### src/rtl/proc_test_pkg.sv
// Shared types and defaults for the processor run monitor.
// Table entries hold at most 64-bit PC and data values.
package proc_test_pkg;

  localparam int DEF_DATA_W     = 64;
  localparam int DEF_PC_W       = 64;
  localparam int DEF_WDOG_LIMIT = 255;
  localparam int DEF_RST_CYCLES = 2;

  typedef enum logic [2:0] {
    S_IDLE,
    S_HOLD,
    S_RUN,
    S_CHECK,
    S_NEXT,
    S_DONE
  } mon_state_t;

  typedef struct packed {
    logic                  en;
    logic [DEF_PC_W-1:0]   startpc;
    logic [DEF_PC_W-1:0]   endpc;
    logic [DEF_DATA_W-1:0] exp_val;
  } test_entry_t;

endpackage

### src/rtl/proc_run_monitor_wdog.sv
// Saturating run-cycle watchdog for the run monitor.
// expired is high while the count sits at LIMIT.
module watchdog_counter #(
  parameter int LIMIT = 255,
  parameter int W     = (LIMIT > 0) ? $clog2(LIMIT + 1) : 1
) (
  input  logic clk,
  input  logic rst,
  input  logic clear,
  input  logic en,
  output logic expired
);

  logic [W-1:0] cnt_q, cnt_d;

  assign expired = (cnt_q == W'(LIMIT));

  // Count enabled cycles, holding at the limit.
  always_comb begin
    cnt_d = cnt_q;
    if (clear) begin
      cnt_d = '0;
    end else if (en && !expired) begin
      cnt_d = cnt_q + W'(1);
    end
  end

  // Count register.
  always_ff @(posedge clk or posedge rst) begin
    if (rst) begin
      cnt_q <= '0;
    end else begin
      cnt_q <= cnt_d;
    end
  end

endmodule

### src/rtl/proc_run_monitor.sv
// Regression sequencer: resets, runs and checks the processor
// once per enabled table entry, tallying passes and failures.
module proc_run_monitor
  import proc_test_pkg::*;
#(
  parameter int DATA_W     = DEF_DATA_W,
  parameter int PC_W       = DEF_PC_W,
  parameter int NUM_TESTS  = 4,
  parameter int WDOG_LIMIT = DEF_WDOG_LIMIT,
  parameter int RST_CYCLES = DEF_RST_CYCLES,
  parameter int IDX_W      = (NUM_TESTS > 1) ? $clog2(NUM_TESTS) : 1,
  parameter int CNT_W      = $clog2(NUM_TESTS + 1)
) (
  input  logic                 CLK,
  input  logic                 reset,
  input  logic                 cfg_we,
  input  logic [IDX_W-1:0]     cfg_idx,
  input  logic                 cfg_en,
  input  logic [PC_W-1:0]      cfg_startpc,
  input  logic [PC_W-1:0]      cfg_endpc,
  input  logic [DATA_W-1:0]    cfg_expect,
  input  logic                 start,
  input  logic [PC_W-1:0]      currentpc,
  input  logic [DATA_W-1:0]    memtoreg,
  output logic                 proc_resetl,
  output logic [PC_W-1:0]      proc_startpc,
  output logic                 busy,
  output logic                 done,
  output logic [IDX_W-1:0]     cur_test,
  output logic [CNT_W-1:0]     pass_count,
  output logic [CNT_W-1:0]     fail_count,
  output logic [NUM_TESTS-1:0] fail_mask,
  output logic [NUM_TESTS-1:0] timeout_mask,
  output logic                 all_passed
);

  localparam int HOLD_W =
    (RST_CYCLES > 1) ? $clog2(RST_CYCLES + 1) : 1;

  mon_state_t           state_q, state_d;
  logic [HOLD_W-1:0]    hold_q, hold_d;
  logic [IDX_W-1:0]     cur_q, cur_d;
  logic [CNT_W-1:0]     pass_q, pass_d;
  logic [CNT_W-1:0]     fail_q, fail_d;
  logic [NUM_TESTS-1:0] fmask_q, fmask_d;
  logic [NUM_TESTS-1:0] tmask_q, tmask_d;
  logic [PC_W-1:0]      spc_q, spc_d;

  test_entry_t          tbl_q [NUM_TESTS];
  test_entry_t          wr_e;
  test_entry_t          cur_e;
  logic [NUM_TESTS-1:0] en_vec;
  logic                 cfg_ok;

  logic                 first_found, next_found;
  logic [IDX_W-1:0]     first_idx, next_idx;
  logic                 pc_reached, result_ok;
  logic                 wdog_clr, wdog_exp;

  assign cur_e      = tbl_q[cur_q];
  assign pc_reached = currentpc >= PC_W'(cur_e.endpc);
  assign result_ok  = memtoreg == DATA_W'(cur_e.exp_val);

  assign cfg_ok = cfg_we
                && (state_q == S_IDLE || state_q == S_DONE)
                && (int'(cfg_idx) < NUM_TESTS);

  assign wr_e.en      = cfg_en;
  assign wr_e.startpc = DEF_PC_W'(cfg_startpc);
  assign wr_e.endpc   = DEF_PC_W'(cfg_endpc);
  assign wr_e.exp_val = DEF_DATA_W'(cfg_expect);

  // Gather the per-entry enable bits for the index search.
  always_comb begin
    en_vec = '0;
    for (int i = 0; i < NUM_TESTS; i++) begin
      en_vec[i] = tbl_q[i].en;
    end
  end

  // Lowest enabled entry overall, and lowest above cur_q.
  always_comb begin
    first_found = 1'b0;
    first_idx   = '0;
    next_found  = 1'b0;
    next_idx    = '0;
    for (int i = NUM_TESTS - 1; i >= 0; i--) begin
      if (en_vec[i]) begin
        first_found = 1'b1;
        first_idx   = IDX_W'(i);
      end
      if (en_vec[i] && i > int'(cur_q)) begin
        next_found = 1'b1;
        next_idx   = IDX_W'(i);
      end
    end
  end

  // Watchdog runs only while the processor is in RUN.
  assign wdog_clr = (state_q != S_RUN);

  watchdog_counter #(
    .LIMIT (WDOG_LIMIT)
  ) u_wdog (
    .clk     (CLK),
    .rst     (reset),
    .clear   (wdog_clr),
    .en      (state_q == S_RUN),
    .expired (wdog_exp)
  );

  // Sequencer next-state and bookkeeping.
  always_comb begin
    state_d = state_q;
    hold_d  = hold_q;
    cur_d   = cur_q;
    pass_d  = pass_q;
    fail_d  = fail_q;
    fmask_d = fmask_q;
    tmask_d = tmask_q;
    spc_d   = spc_q;
    unique case (state_q)
      S_IDLE, S_DONE: begin
        if (start) begin
          pass_d  = '0;
          fail_d  = '0;
          fmask_d = '0;
          tmask_d = '0;
          hold_d  = '0;
          if (first_found) begin
            state_d = S_HOLD;
            cur_d   = first_idx;
            spc_d   = PC_W'(tbl_q[first_idx].startpc);
          end else begin
            state_d = S_DONE;
            cur_d   = '0;
          end
        end
      end
      S_HOLD: begin
        if (hold_q == HOLD_W'(RST_CYCLES - 1)) begin
          state_d = S_RUN;
        end else begin
          hold_d = hold_q + HOLD_W'(1);
        end
      end
      S_RUN: begin
        if (pc_reached) begin
          state_d = S_CHECK;
        end else if (wdog_exp) begin
          fmask_d[cur_q] = 1'b1;
          tmask_d[cur_q] = 1'b1;
          fail_d         = fail_q + CNT_W'(1);
          state_d        = S_NEXT;
        end
      end
      S_CHECK: begin
        if (result_ok) begin
          pass_d = pass_q + CNT_W'(1);
        end else begin
          fmask_d[cur_q] = 1'b1;
          fail_d         = fail_q + CNT_W'(1);
        end
        state_d = S_NEXT;
      end
      S_NEXT: begin
        if (next_found) begin
          state_d = S_HOLD;
          cur_d   = next_idx;
          hold_d  = '0;
          spc_d   = PC_W'(tbl_q[next_idx].startpc);
        end else begin
          state_d = S_DONE;
        end
      end
      default: state_d = S_IDLE;
    endcase
  end

  // Sequencer registers.
  always_ff @(posedge CLK or posedge reset) begin
    if (reset) begin
      state_q <= S_IDLE;
      hold_q  <= '0;
      cur_q   <= '0;
      pass_q  <= '0;
      fail_q  <= '0;
      fmask_q <= '0;
      tmask_q <= '0;
      spc_q   <= '0;
    end else begin
      state_q <= state_d;
      hold_q  <= hold_d;
      cur_q   <= cur_d;
      pass_q  <= pass_d;
      fail_q  <= fail_d;
      fmask_q <= fmask_d;
      tmask_q <= tmask_d;
      spc_q   <= spc_d;
    end
  end

  // Test table; writes land only while no regression is active.
  always_ff @(posedge CLK or posedge reset) begin
    if (reset) begin
      for (int i = 0; i < NUM_TESTS; i++) begin
        tbl_q[i] <= '0;
      end
    end else if (cfg_ok) begin
      tbl_q[cfg_idx] <= wr_e;
    end
  end

  // Processor stays in reset except while its program runs.
  assign proc_resetl  = (state_q == S_RUN)
                      || (state_q == S_CHECK)
                      || (state_q == S_NEXT);
  assign busy         = (state_q == S_HOLD) || proc_resetl;
  assign done         = (state_q == S_DONE);
  assign proc_startpc = spc_q;
  assign cur_test     = cur_q;
  assign pass_count   = pass_q;
  assign fail_count   = fail_q;
  assign fail_mask    = fmask_q;
  assign timeout_mask = tmask_q;
  assign all_passed   = done && (fail_q == '0);

endmodule

### config.mk
export PLATFORM = sky130hd
export DESIGN_NAME = proc_run_monitor
export DESIGN_NICKNAME = d
export VERILOG_FILES = /design/src/rtl/proc_test_pkg.sv /design/src/rtl/proc_run_monitor_wdog.sv /design/src/rtl/proc_run_monitor.sv
export SDC_FILE = /design/constraint.sdc
export NUM_CORES = 2
export LEC_CHECK = 0
export BUFFER_PORTS_ARGS = -buffer_cell sky130_fd_sc_hd__buf_2
export CAP_MARGIN = 20
export CORE_MARGIN = 10
export CORE_UTILIZATION = 54
export DETAILED_ROUTE_END_ITERATION = 10
export HOLD_SLACK_MARGIN = 0.12
export PLACE_DENSITY = 0.77
export SLEW_MARGIN = 5
export SYNTH_ARGS = -nofsm -noshare
export SYNTH_HDL_FRONTEND = slang
export SYNTH_HIERARCHICAL = 1
export SYNTH_SLANG_ARGS = --single-unit
### constraint.sdc
create_clock -name CLK -period 31.2 [get_ports CLK]
set_input_delay 9.36 -clock CLK [delete_from_list [all_inputs] [get_ports CLK]]
set_output_delay 9.36 -clock CLK [all_outputs]
set_load 0.02 [all_outputs]
Yosys cells after proc, flatten, opt, wreduce, memory -nomap -nowiden
Index checks and enable logic that the tools add are counted.
{"block": "word_totals", "regBits": 865, "latchBits": 0, "mem_bits_rw": 0, "rom_bits": 0, "input_bits": 327, "output_inout_bits": 84, "n_memories": 0}
{"block": "op_classes", "add_sub_neg": 4, "multipliers": 0, "div": 0, "order_cmp": 11, "eq_ne": 19, "shift": 0, "n_mux": 64, "bitwise": 6, "reduce_logical": 29}
{"operator": "$bmux W193 S2", "count": 3}
{"operator": "$bwmux W772", "count": 1}
{"operator": "$mux W192", "count": 4}
{"operator": "$demux W193 S2", "count": 1}
{"operator": "$mux W128", "count": 2}
{"operator": "$mux W193", "count": 1}
{"operator": "$mux W64", "count": 3}
{"operator": "$pmux W64 S2", "count": 1}
{"operator": "$eq A64 B64 Y1", "count": 1}
{"operator": "$ge A64 B64 Y1", "count": 1}
{"operator": "$mux W3", "count": 11}
{"operator": "$mux W2", "count": 13}
{"operator": "$mux W4", "count": 6}
{"operator": "$ne A2 B2 Y1 const B", "count": 9}
{"operator": "$mux W8", "count": 2}
{"operator": "$pmux W3 S5", "count": 1}
{"operator": "$ge A3 B3 Y1 const B", "count": 4}
{"operator": "$not A2 Y3", "count": 4}
{"operator": "$pmux W4 S3", "count": 1}
{"operator": "$reduce_and A4 Y1", "count": 3}
{"operator": "$pmux W3 S3", "count": 1}
{"operator": "$reduce_and A3 Y1", "count": 3}
{"operator": "$add A8 B1 Y8 const B", "count": 1}
{"operator": "$eq A8 B8 Y1 const B", "count": 1}
{"operator": "other kinds (28)", "count": 55}

Longest topological paths before layout
{"block": "depth", "ltp_word": 11, "ltp_mapped": 17}

Modules after synthesis
Netlist, hierarchy kept.
{"module": "proc_run_monitor", "n_inst": 1, "cells_each": 2964, "area_each_um2": 41383.4, "seq_area_each_um2": 21445.6}
{"module": "watchdog_counter", "n_inst": 1, "cells_each": 48, "area_each_um2": 488.0, "seq_area_each_um2": 200.2}

Worst setup path after synthesis
OpenSTA, ideal clock, no wires.
{"block": "synth_timing", "kind": "input -> register", "startpoint": "in currentpc[61]", "endpoint": "reg fail_q[0], in the netlist fail_count[0]", "setup_time_ns": 0.125, "t_arrival_ns": 11.528, "path_slack_ns": 19.547, "path_stages": 9, "path_buffers": 0, "cell_sequence": "ha_1 a21o_1 a21o_1 a221oi_1 o21ai_0 a211oi_1 a21oi_1 nor3_2 mux2_4"}
{"block": "synth_between", "elab_chain_cells": 3}
{"element": "from (decl)", "line": "proc_run_monitor.sv:23", "text": "input logic [PC_W-1:0] currentpc,"}
{"element": "$ge A64 B64 Y1", "line": "proc_run_monitor.sv:61", "text": "assign pc_reached = currentpc >= PC_W'(cur_e.endpc);"}
{"element": "$ne A2 B2 Y1 (no line)"}
{"element": "$reduce_and A5 Y1 (no line)"}
{"element": "to (signal assigned)", "line": "proc_run_monitor.sv:196", "text": "fail_q <= fail_d;"}
{"element": "to (decl)", "line": "proc_run_monitor.sv:44", "text": "logic [CNT_W-1:0] fail_q, fail_d;"}
No other way between the ends.
A chain may end at the register's enable or synchronous reset.

==> results.json <==
{
  "multi_input_area_um2": 19000,
  "grt_pass1_wl_um": 167000,
  "synth_top_family_by_area": "multiplexers",
  "synth.largest_area_cell": "dfrtp_1",
  "finalHoldViolations": 0,
  "synth_cells": 3012,
  "reg2reg_from": "cur_test[0]",
  "r2r_setup_slack_ps": 25900,
  "cts_resized": 0,
  "ys_types": 73,
  "io_buffers": 410,
  "synthTopCellsByArea": "dfrtp_1, mux2_2, mux4_2",
  "clkTransAtPathRegs_ps": 60,
  "die_area_um2": 89100,
  "cts_root_buf": "clkbuf_16",
  "worstSetupEndpoint": "tbl_q[540]",
  "required_ps": 31780,
  "peakVddDrop_mv": 0.0684,
  "dieHeight_um": 298,
  "cp.depth": 6,
  "cts_buffer_depth": 3,
  "p_leak_nw": 20.9,
  "ys_warn_count": 6,
  "gp_congestion": 0.879,
  "timing.final.crit_share_pct": 39.6,
  "reg2reg_depth": 12,
  "netlist_top_cells_count": "dfrtp_1, mux2_2, nand2_1",
  "period_minus_slack_ps": 12360,
  "drive_gt1_share_pct": 47.6,
  "grt_max_degree": 189,
  "p_per_area_nw_per_um2": 110,
  "critical_path_class": "primary input to async pin",
  "syn2layout_area_growth_pct": 14.2,
  "totalWireLength_um": 107000,
  "grt.total_usage_pct": 23.6,
  "die_x_um": 298,
  "synthesis.nets": 3408,
  "tns_ps": 0,
  "synth.cell_area_um2": 41900,
  "yosysSeqAreaShare_pct": 51.7,
  "rows": 102,
  "grt_pass1_vias": 28500,
  "maxCapViolations": 0,
  "dr.pass1.iters": 5,
  "finalClockSkew_ps": 24.8,
  "avgRoutedWirePerCell_um": 23.9,
  "async_reset_ff_share_pct": 100,
  "drc": 0,
  "path_cells": "buf_2 -> clkinvlp_4 -> buf_12 -> buf_4 -> buf_4 -> buf_12",
  "insertion_delay_ps": 650,
  "fmax_ghz": 0.0809,
  "grt-ovfl-total": 0,
  "r2r-end": "fail_count[0]",
  "antenna_found_initial": 37,
  "clkSinkCount": 865,
  "holdWs_ps": 472,
  "utilization_pct": 61.9,
  "netlist.area_leader.share_pct": 51.7,
  "cts_setup_buffers": 0,
  "nFillCells": 5820,
  "cp.arrival_ps": 12940,
  "synth_edf_count": 0,
  "h-tree-depth": 3,
  "rsz0062_at_grt": "no",
  "viasPerCell": 6.06,
  "cts_tree": "built",
  "postCtsHoldBufs": 0,
  "ys_ff_latch": 865,
  "top_level_ports": 411,
  "worstSetupEndpointType": "async pin",
  "numCtsBuffers": 95,
  "nNetsFinal": 3754,
  "max_slew_margin_pct": 24.1,
  "num_vias": 27200,
  "regArea_um2": 21700,
  "cp_max_fo": 188,
  "avgSynthCellArea_um2": 13.9,
  "outcome": "complete, no violations",
  "critPathBufInv": 6,
  "first_iter_violations": 1684,
  "synth.most_common_cell": "dfrtp_1",
  "cp_slowest_stage_delay_ps": 860,
  "synthMuxAreaShare_pct": 33.1,
  "start_kind": "primary input",
  "core-area_um2": 77200,
  "synth_compound_area_share_pct": 5.66,
  "synth_flop_cell": "dfrtp_1",
  "hp-class": "flop to flop",
  "start_util_pct": 54.2,
  "final-setup-viol-count": 0,
  "dp_hpwl_um": 68000,
  "slowest_stage": "buf_4",
  "synth-xor-area-share_pct": 0.879,
  "synth_simple_gate_area_share_pct": 3.63,
  "postRouteAntennaNets": 0,
  "worst_slew_pin_slew_ps": 1140,
  "maxSlewViolCount": 0,
  "synth_adder_area_share_pct": 2.06,
  "worstSetupStartpoint": "reset",
  "cp_top_family": "buffers and inverters"
}
worst reg2reg max path, cell delays in order (launching register included):
cell,delay (ps)
dfrtp_4,810
buf_4,730
mux4_2,600
inv_1,90
ha_1,250
a21o_1,190
a21o_1,170
a221oi_1,230
o21ai_0,250
a211oi_1,760
a21oi_1,230
nor3_2,550
mux2_4,340
cell families after synthesis:
| kind of cell | after synthesis |
|---|---|
| flip-flops | 865 |
| AND/OR/NAND/NOR | 328 |
| buffers and inverters | 285 |
| multiplexers | 1071 |
| adder cells (fa/ha/maj) | 69 |
| AO/OA/AOI/OAI | 352 |
| XOR/XNOR | 42 |
per-layer routing:
metal | part of all wire [%] | global-route usage (%) | wire length [um]
met5 | 0.29 | 0 | 314
met4 | 3.4 | 8.26 | 3620
met3 | 6.2 | 6.14 | 6640
met2 | 49 | 38.9 | 52200
met1 | 41 | 29.9 | 44300
state kept, by name, indices dropped and copies added (netlist names):
register / flops
fail_count: 3
proc_startpc: 64
en_vec: 4
timeout_mask: 4
cur_test: 2
u_wdog/cnt_q: 8
tbl_q: 768
state_q: 3
pass_count: 3
fail_mask: 4
hold_q: 2
power by group:
| group | leakage (nW) | total [mW] | switching (mW) | internal [mW] |
|---|---|---|---|---|
| clock | 1.50 | 1.09 | 0.456 | 0.638 |
| combinational | 8.82 | 2.16 | 0.987 | 1.17 |
| sequential | 10.5 | 2.02 | 0.347 | 1.67 |
layout make-up:
| class | instances | area share (%) |
|---|---|---|
| diodes | 14 | 0.0733 |
| well taps | 1040 | 2.72 |
| multi-input cells | 1862 | 39.8 |
| repair buffers | 446 | 5.03 |
| clock inverters | 31 | 0.583 |
| flip-flops and latches | 865 | 45.3 |
| clock buffers | 137 | 5.78 |
| inverters | 88 | 0.699 |
per-stage QoR:
stage / setup slack (ps) / instances / area [um2] / power, mW
4_1_cts: 18710 / 4468 / 47800 / 5.30
3_5_place_dp: 18040 / 4300 / 44700 / 4.19
3_3_place_gp: 18050 / 4300 / 44700 / 4.10
5_1_grt: 18270 / 4480 / 47800 / 5.59
6_report: 18840 / 4483 / 47800 / 5.27
2_1_floorplan: 10060 / 3012 / 41900 / 3.64
layout by cell type, fill, tap and decap left out, types with 65 or more instances in the layout:
| cell type | instances |
|---|---|
| dfrtp_1 | 863 |
| o221ai_1 | 65 |
| o22ai_1 | 75 |
| ha_1 | 69 |
| buf_2 | 410 |
| o21ai_0 | 91 |
| clkbuf_16 | 95 |
| nand2_1 | 174 |
| mux4_2 | 161 |
| inv_1 | 86 |
| mux2_2 | 848 |
worst min path at each step:
stage                     startpoint          endpoint  cells past startpoint
finish              proc_startpc[23]  proc_startpc[23]                      2
global route        proc_startpc[57]  proc_startpc[57]                      2
CTS                 proc_startpc[36]  proc_startpc[36]                      2
detailed placement  proc_startpc[36]  proc_startpc[36]                      2
global placement    proc_startpc[39]  proc_startpc[39]                      2
floorplan                  hold_q[0]         hold_q[0]                      1
(Power assumes the default switching activity.)
